===== src/rtl/dmem_arbiter_if.sv =====
// Purpose : bundle of the requester handshake and RAM strobe signals around
//           dmem_arbiter.
// Modports:
//   slave  - arbiter view: requests/commands and RAM read_data in,
//            grants/read results/RAM strobes out.
//   master - environment view (requesters + RAM), the mirror image.
// Signals : req0/1, we0/1, addr0/1, wdata0/1, gnt0/1, rvalid0/1, rdata, busy,
//           MemRead, MemWrite, address, write_data, read_data.
interface dmem_arbiter_if #(
   parameter int AW = 10,
   parameter int DW = 32
);
   logic          req0, req1;
   logic          we0, we1;
   logic [AW-1:0] addr0, addr1;
   logic [DW-1:0] wdata0, wdata1;
   logic          gnt0, gnt1;
   logic          rvalid0, rvalid1;
   logic [DW-1:0] rdata;
   logic          busy;
   logic          MemRead, MemWrite;
   logic [AW-1:0] address;
   logic [DW-1:0] write_data;
   logic [DW-1:0] read_data;

   modport slave (
      input  req0, req1, we0, we1, addr0, addr1, wdata0, wdata1, read_data,
      output gnt0, gnt1, rvalid0, rvalid1, rdata, busy,
             MemRead, MemWrite, address, write_data
   );

   modport master (
      output req0, req1, we0, we1, addr0, addr1, wdata0, wdata1, read_data,
      input  gnt0, gnt1, rvalid0, rvalid1, rdata, busy,
             MemRead, MemWrite, address, write_data
   );
endinterface


===== src/rtl/dmem_arbiter.sv =====
// Purpose : shares the single-port data RAM between the CPU load/store unit
//           (port 0) and the DMA/program loader (port 1). Each winning command
//           is registered, issued to the RAM for one cycle, and reads return
//           data on the shared rdata bus with a per-port rvalid pulse.
// Ports   : CLK  - clock, rising edge
//           RSTn - asynchronous active-low reset
//           bus  - dmem_arbiter_if.slave (requests, grants, read results,
//                  RAM strobes/address/data)
//
// state  | meaning
// -------+-----------------------------------------------------------
// IDLE   | sampling requests; winner's command captured on the edge
// ISSUE  | command on the RAM strobes, gnt pulse to the winner
// RDWAIT | RAM read data valid; captured into rdata on the edge
module dmem_arbiter #(
   parameter int AW         = 10,
   parameter int DW         = 32,
   parameter int CPU_PRIO   = 1,
   parameter int STARVE_LIM = 4
) (
   input logic            CLK,
   input logic            RSTn,
   dmem_arbiter_if.slave  bus
);
   localparam int SW = (STARVE_LIM < 1) ? 1 : $clog2(STARVE_LIM + 1);
   localparam logic [SW-1:0] STARVE_MAX = SW'(STARVE_LIM);

   localparam logic [1:0] S_IDLE   = 2'd0;
   localparam logic [1:0] S_ISSUE  = 2'd1;
   localparam logic [1:0] S_RDWAIT = 2'd2;

   logic [1:0]    state_q, state_d;
   logic          win_q, win_d;
   logic          we_q;
   logic          prio_q;
   logic [AW-1:0] addr_q;
   logic [DW-1:0] wdata_q;
   logic [DW-1:0] rdata_q;
   logic          rvalid0_q, rvalid1_q;
   logic [SW-1:0] starve_q, starve_d;
   logic          any_req;
   logic          arb_now;

   assign any_req = bus.req0 | bus.req1;
   assign arb_now = (state_q == S_IDLE) & any_req;

   // win_d = 1 selects port 1. prio_q holds the port favoured on a tie in
   // round-robin mode (the one not granted last).
   always_comb begin
      win_d = 1'b0;
      if (CPU_PRIO != 0) begin
         win_d = bus.req1 & (~bus.req0 | (starve_q == STARVE_MAX));
      end else begin
         win_d = bus.req1 & (~bus.req0 | prio_q);
      end
   end

   always_comb begin
      state_d = state_q;
      case (state_q)
         S_IDLE:   if (any_req) state_d = S_ISSUE;
         S_ISSUE:  state_d = we_q ? S_IDLE : S_RDWAIT;
         S_RDWAIT: state_d = S_IDLE;
         default:  state_d = S_IDLE;
      endcase
   end

   // Counts port-0 wins that port 1 sat through; saturates so port 1 is
   // forced on the next contested arbitration.
   always_comb begin
      starve_d = starve_q;
      if (!bus.req1) begin
         starve_d = '0;
      end else if (arb_now) begin
         if (win_d) begin
            starve_d = '0;
         end else if (starve_q != STARVE_MAX) begin
            starve_d = starve_q + 1'b1;
         end
      end
   end

   always_ff @(posedge CLK or negedge RSTn) begin
      if (!RSTn) begin
         state_q   <= S_IDLE;
         win_q     <= 1'b0;
         we_q      <= 1'b0;
         prio_q    <= 1'b0;
         addr_q    <= '0;
         wdata_q   <= '0;
         rdata_q   <= '0;
         rvalid0_q <= 1'b0;
         rvalid1_q <= 1'b0;
         starve_q  <= '0;
      end else begin
         state_q   <= state_d;
         starve_q  <= starve_d;
         rvalid0_q <= 1'b0;
         rvalid1_q <= 1'b0;
         if (arb_now) begin
            win_q   <= win_d;
            we_q    <= win_d ? bus.we1    : bus.we0;
            addr_q  <= win_d ? bus.addr1  : bus.addr0;
            wdata_q <= win_d ? bus.wdata1 : bus.wdata0;
            prio_q  <= ~win_d;
         end
         if (state_q == S_RDWAIT) begin
            rdata_q   <= bus.read_data;
            rvalid0_q <= ~win_q;
            rvalid1_q <= win_q;
         end
      end
   end

   // Address/data hold the last command outside ISSUE; only the strobes
   // qualify them, and we_q makes the two strobes mutually exclusive.
   assign bus.gnt0       = (state_q == S_ISSUE) & ~win_q;
   assign bus.gnt1       = (state_q == S_ISSUE) &  win_q;
   assign bus.MemRead    = (state_q == S_ISSUE) & ~we_q;
   assign bus.MemWrite   = (state_q == S_ISSUE) &  we_q;
   assign bus.address    = addr_q;
   assign bus.write_data = wdata_q;
   assign bus.rdata      = rdata_q;
   assign bus.rvalid0    = rvalid0_q;
   assign bus.rvalid1    = rvalid1_q;
   assign bus.busy       = (state_q != S_IDLE);
endmodule


===== src/flat_wrapper.sv =====
// flat-port wrapper written by rule: the top's interface ports become plain ports
module dmem_arbiter_flat 
#(
   parameter int AW         = 10,
   parameter int DW         = 32,
   parameter int CPU_PRIO   = 1,
   parameter int STARVE_LIM = 4
)
  (CLK, RSTn, bus_req0, bus_req1, bus_we0, bus_we1, bus_addr0, bus_addr1, bus_wdata0, bus_wdata1, bus_read_data, bus_gnt0, bus_gnt1, bus_rvalid0, bus_rvalid1, bus_rdata, bus_busy, bus_MemRead, bus_MemWrite, bus_address, bus_write_data);
  dmem_arbiter_if #(.AW(AW), .DW(DW)) bus_i ();
  input logic CLK;
  input logic RSTn;
  input wire logic [$bits(bus_i.req0)-1:0] bus_req0;
  input wire logic [$bits(bus_i.req1)-1:0] bus_req1;
  input wire logic [$bits(bus_i.we0)-1:0] bus_we0;
  input wire logic [$bits(bus_i.we1)-1:0] bus_we1;
  input wire logic [$bits(bus_i.addr0)-1:0] bus_addr0;
  input wire logic [$bits(bus_i.addr1)-1:0] bus_addr1;
  input wire logic [$bits(bus_i.wdata0)-1:0] bus_wdata0;
  input wire logic [$bits(bus_i.wdata1)-1:0] bus_wdata1;
  input wire logic [$bits(bus_i.read_data)-1:0] bus_read_data;
  output wire logic [$bits(bus_i.gnt0)-1:0] bus_gnt0;
  output wire logic [$bits(bus_i.gnt1)-1:0] bus_gnt1;
  output wire logic [$bits(bus_i.rvalid0)-1:0] bus_rvalid0;
  output wire logic [$bits(bus_i.rvalid1)-1:0] bus_rvalid1;
  output wire logic [$bits(bus_i.rdata)-1:0] bus_rdata;
  output wire logic [$bits(bus_i.busy)-1:0] bus_busy;
  output wire logic [$bits(bus_i.MemRead)-1:0] bus_MemRead;
  output wire logic [$bits(bus_i.MemWrite)-1:0] bus_MemWrite;
  output wire logic [$bits(bus_i.address)-1:0] bus_address;
  output wire logic [$bits(bus_i.write_data)-1:0] bus_write_data;
  assign bus_i.req0 = bus_req0;
  assign bus_i.req1 = bus_req1;
  assign bus_i.we0 = bus_we0;
  assign bus_i.we1 = bus_we1;
  assign bus_i.addr0 = bus_addr0;
  assign bus_i.addr1 = bus_addr1;
  assign bus_i.wdata0 = bus_wdata0;
  assign bus_i.wdata1 = bus_wdata1;
  assign bus_i.read_data = bus_read_data;
  assign bus_gnt0 = bus_i.gnt0;
  assign bus_gnt1 = bus_i.gnt1;
  assign bus_rvalid0 = bus_i.rvalid0;
  assign bus_rvalid1 = bus_i.rvalid1;
  assign bus_rdata = bus_i.rdata;
  assign bus_busy = bus_i.busy;
  assign bus_MemRead = bus_i.MemRead;
  assign bus_MemWrite = bus_i.MemWrite;
  assign bus_address = bus_i.address;
  assign bus_write_data = bus_i.write_data;
  dmem_arbiter #(.AW(AW), .DW(DW), .CPU_PRIO(CPU_PRIO), .STARVE_LIM(STARVE_LIM)) u_core (.CLK(CLK), .RSTn(RSTn), .bus(bus_i));
endmodule

===== config.mk =====
export PLATFORM = sky130hd
export DESIGN_NAME = dmem_arbiter_flat
export DESIGN_NICKNAME = d
export VERILOG_FILES = /design/src/rtl/dmem_arbiter_if.sv /design/src/rtl/dmem_arbiter.sv /design/src/flat_wrapper.sv
export SDC_FILE = /design/constraint.sdc
export NUM_CORES = 1
export LEC_CHECK = 0
export CAP_MARGIN = 20
export CORE_AREA = 2 2 107 109
export DETAILED_ROUTE_END_ITERATION = 8
export DIE_AREA = 0 0 109 111
export PLACE_DENSITY = 0.74
export SLEW_MARGIN = 20
export SYNTH_ARGS = -nofsm -noshare
export SYNTH_HDL_FRONTEND = slang
export SYNTH_SLANG_ARGS = --single-unit

===== constraint.sdc =====
create_clock -name CLK -period 1.6 [get_ports CLK]
set_input_delay 0.32 -clock CLK [delete_from_list [all_inputs] [get_ports CLK]]
set_output_delay 0.32 -clock CLK [all_outputs]
set_load 0.01 [all_outputs]

; Word level (Yosys, flattened, before mapping)
; Index checks and enable logic that the tools add are counted.
[word_totals]
input_bits = 122
regBits = 83
word_cells = 43
output_inout_bits = 81
[op_classes]
n_eq_ne = 7
mux = 12
bitwise = 11
add_sub_neg = 1
reduce_logical = 3
[op_table]
columns = cell, count
row1 = 2-to-1 mux 32 bit, 1
row2 = 2-to-1 mux 3 bit, 4
row3 = 2-to-1 mux 10 bit, 1
row4 = AND 1 bit, 6
row5 = 2-to-1 mux 2 bit, 2
row6 = "!= test 2 x 1 -> 1 bit, second input constant", 2
row7 = case mux 2 bit (2 select lines), 1
row8 = "adder 3 x 1 -> 3 bit, second input constant", 1
row9 = "== test 3 bit, second input constant", 1
row10 = 2-to-1 mux 1 bit, 3
row11 = "!= test 3 x 1 -> 1 bit, second input constant", 1
row12 = "!= test 3 bit, second input constant", 1
row13 = inverter 1 bit, 3
row14 = "== test 2 x 1 -> 1 bit, second input constant", 1
row15 = "== test 2 bit, second input constant", 1
row16 = zero test 2 bit, 1
row17 = OR 1 bit, 2
row18 = AND reduction 2 bit, 1
row19 = nonzero test 2 bit, 1

; Depth between registers and ports, before layout
; Gate-level depths: netlist of the first run.
[depth]
ltp_word = 6
depth_mapped = 8
mapped_depth_nobuf = 5

; Worst setup path after synthesis of the first run
; No wires, ideal clock.
[synth_timing]
path_type = reg-to-reg
startpoint = register u_core.starve_q[0]
endpoint = register u_core.addr_q[0], in the netlist u_core.bus.address[0]
slack_ns = 0.089
arrival_time_ns = 1.424
synth_period_minus_slack_ns = 1.511
required_time_ns = 1.513
stages_incl_launch_ff = 9
path_buffers = 3
setup_time_ns = 0.087
path_cell_list = dfrtp_1 > inv_1 > ha_1 > a21bo_1 > buf_6 > and2_4 > buf_6 > buf_6 > o211ai_1
[synth_via]
elab_chain_cells = 4
[synth_rtl]
columns = item, line
row1 = from (decl), dmem_arbiter.sv:40  ; logic [SW-1:0] starve_q, starve_d;
row2 = from (signal assigned), dmem_arbiter.sv:97  ; starve_q <= starve_d;
row3 = == test 3 bit, dmem_arbiter.sv:52  ; win_d = bus.req1 & (~bus.req0 | (starve_q == STARVE_MAX));
row4 = OR 1 bit, dmem_arbiter.sv:52
row5 = AND 1 bit, dmem_arbiter.sv:52
row6 = 2-to-1 mux 10 bit, dmem_arbiter.sv:103  ; addr_q <= win_d ? bus.addr1 : bus.addr0;
row7 = to (signal assigned), dmem_arbiter.sv:103
row8 = to (decl), dmem_arbiter.sv:36  ; logic [AW-1:0] addr_q;
; No other way between the ends.
; A chain may end at the register's enable or synchronous reset.

; Worst setup path after layout of the first run
[layout_timing]
startpoint = register u_core.wdata_q[11], in the netlist u_core.bus.write_data[11]
endpoint = output bus_write_data[11]
[layout_rtl]
columns = item, line
row1 = from (decl), dmem_arbiter.sv:37  ; logic [DW-1:0] wdata_q;
row2 = from (signal assigned), dmem_arbiter.sv:104  ; wdata_q <= win_d ? bus.wdata1 : bus.wdata0;
row3 = to (decl), flat_wrapper.sv:31  ; output wire logic [$bits(bus_i.write_data)-1:0] bus_write_data;
; No word-level cell between the ends.

==> results of run 1 <==
==> cell usage after synthesis, types with 4 or more instances <==
cell / instances / area, um^2
mux2_2: 32 / 360
inv_1: 5 / 18.8
buf_2: 10 / 50.1
dfrtp_1: 83 / 2080
a21boi_0: 4 / 30.0
nor2_1: 9 / 33.8
o211ai_1: 42 / 315
buf_6: 6 / 67.6
o21ai_0: 44 / 220
nand4_1: 43 / 269
clkbuf_1: 24 / 90.1
nand3_1: 46 / 230
==> timing repair <==
item	in CTS	in global routing
endpoints found under the setup margin	9	20
endpoints found under the hold margin	12	0
pin swaps	1	3
gates resized for setup	18	11
hold buffers	1	0
cloned	1	1
setup buffers	0	0
==> cell type report <==
| class | instances | area (um^2) | area share [%] |
|---|---|---|---|
| clock buffers | 12 | 236 | 3.68 |
| clock inverters | 4 | 75.1 | 1.17 |
| inverters | 5 | 18.8 | 0.292 |
| multi-input cells | 236 | 1600 | 24.8 |
| flip-flops and latches | 83 | 2080 | 32.4 |
| well taps | 143 | 179 | 2.79 |
| repair buffers | 219 | 2240 | 34.9 |
==> registers in the layout (all words and copies together), names as in the netlist <==
| name | flops |
|---|---|
| u_core.bus.address | 10 |
| u_core.bus.rdata | 32 |
| u_core.bus.rvalid0 | 1 |
| u_core.bus.rvalid1 | 1 |
| u_core.bus.write_data | 32 |
| u_core.starve_q | 3 |
| u_core.state_q | 2 |
| u_core.we_q | 1 |
| u_core.win_q | 1 |
==> worst paths after layout <==
| check | start | to | slack [ns] | cells after the start |
|---|---|---|---|---|
| worst min-delay path | RSTn | u_core.bus.write_data[30] | 0.42 | 2 |
| worst max register to register | u_core.state_q[0] | u_core.bus.write_data[31] | 0.11 | 6 |
| min in group CLK | u_core.we_q | u_core.state_q[1] | 0.45 | 1 |
| max in group asynchronous | RSTn | u_core.bus.write_data[1] | 0.61 | 3 |
| worst max-delay path | u_core.bus.write_data[11] | bus_write_data[11] | 0.04 | 1 |
| worst min register to register | u_core.we_q | u_core.state_q[1] | 0.45 | 1 |
==> kinds of logic after synthesis <==
| family | count (synthesis) | synth area share [%] |
|---|---|---|
| compound gates | 92 | 15.1 |
| buf+inv | 47 | 6.04 |
| mux | 32 | 9.30 |
| fa+ha+maj | 2 | 0.646 |
| simple gates | 108 | 15.3 |
| flops | 83 | 53.6 |
==> worst register-to-register path: stages (launching register included) <==
cell	delay, ns
dfrtp_1	0.41
buf_4	0.16
nor2_4	0.11
inv_1	0.07
buf_4	0.24
o21ai_0	0.25
o211ai_1	0.12
==> metal layers <==
metal / track usage, % / part of all wire (%) / up-vias
li1: - / - / 1742
met1: 22.8 / 38 / 1779
met2: 33.0 / 50 / 222
met3: 4.82 / 10 / 25
met4: 8.21 / 2.6 / 0
met5: 0 / 0 / -
==> power breakdown <==
group          total [uW]  internal (uW)  switching [uW]
sequential           3660           3140             525
clock                2170           1370             800
combinational        5780           3180            2600
==> metrics by stage <==
| step | instance area, um^2 | std cells | power (uW) | TNS [ns] | worst slack [ns] |
|---|---|---|---|---|---|
| 2_1_floorplan | 3870 | 364 | 6440 | 0 | 0.0894 |
| 3_3_place_gp | 6050 | 683 | 9350 | -6.85 | -0.168 |
| 3_5_place_dp | 6050 | 683 | 9540 | -10.09 | -0.261 |
| 4_1_cts | 6390 | 701 | 11700 | 0 | 0.0121 |
| 5_1_grt | 6420 | 702 | 12400 | 0 | 0.000534 |
| 6_report | 6420 | 702 | 11600 | 0 | 0.0401 |
==> results_dict.tcl, run 1 <==
set metrics [dict create \
    cts_root_buffer "clkbuf_16" \
    synth-async-reset-ratio_pct 100 \
    fmax_ghz 0.641 \
    cts_max_path_buffers 2 \
    slew_violations 0 \
    ys_ff_latch 83 \
    fin_crit_sh_pct 97.5 \
    slowest_stage "clkdlybuf4s50_1" \
    rsz0062_at_grt "no" \
    max_cap_viol_count 0 \
    seq_area_frac_synth_pct 53.6 \
    clk_pin_slew_ns 0.06 \
    crit_arrival_ns 1.24 \
    antenna_found_initial 0 \
    grt_pass1_vias 3717 \
    drcViolationCount 0 \
    final_common_cell "clkdlybuf4s50_1" \
    worstMarginPinSlew_ns 0.371 \
    setup-violations-final 0 \
    syn_inst 364 \
    dr.pass1.iters 5 \
    worstSetupStartpointType "register" \
    syn-cell-area_um2 3870 \
    detail_route.vias_per_cell 5.37 \
    grt.total_usage_pct 19.4 \
    slew_headroom_pct 75.0 \
    rows 39 \
    drt-total-wl_um 12100 \
    path_buf_inv 1 \
    worst-setup-path-type "register to output port" \
    pin_count 203 \
    die_width_um 109 \
    die_h_um 111 \
    wl_per_cell_um 17.2 \
    cp_max_fo 2 \
    cp.required_ns 1.28 \
    endpoint_kind "output port" \
    path_cells "clkdlybuf4s50_1" \
    coreArea_um2 11100 \
    ir_drop_v 0.000956 \
    mostFrequentLayoutCells "189 x clkdlybuf4s50_1, 83 x dfrtp_1, 46 x nand3_1" \
    syn_area_per_cell_um2 10.6 \
    period_needed_ns 1.56 \
    overflow 0 \
    worstSkewPairLatency_ns 0.33 \
    synth_warnings 0 \
    syn2layout_area_growth_pct 65.7 \
    dieArea_um2 12100 \
    via_count 3768 \
    p_leak_uw 0.00255 \
    cts_tree "done" \
    syn_nets 488 \
    hold_ws_ns 0.418 \
    io_buffer_count 202 \
    final_util_pct 58.0 \
    layout-drive-gt1-share_pct 13.6 \
    synth-edff-count 0 \
    max_stage_delay_ns 0.55 \
    fill_cells 935 \
    drt_iter0_drc 322 \
    antenna_cells 0 \
    final_antenna_net_count 0 \
    grt_start_max_net_pins 90 \
    power.density_nw_per_um2 1810 \
    cts_buffers 9 \
    synthFlopType "dfrtp_1" \
    initial_utilization_pct 35.0 \
    status "finished, final reports clean" \
    finalClockSkew_ns 0.00775 \
    synth_cell_types 23 \
    gp_congestion 0.765 \
    hold_path_class "primary input to async pin" \
    cts_sinks 83 \
    cpLargestDelayFamily "buffers and inverters" \
    dpl.hpwl_um 8360 \
    hold_viol_final 0 \
    htree_levels 3 \
    final_nets 678 \
    grt_pass1_wl_um 18400 \
]
(Power assumes the default switching activity.)
==> run 2: changes to the inputs <==
GPL_ROUTABILITY_DRIVEN = 1   (was default)
SLEW_MARGIN = 30   (was 20)
==> results of run 2 <==
The final DEF is identical to that of run 1; final timing and power are the same.
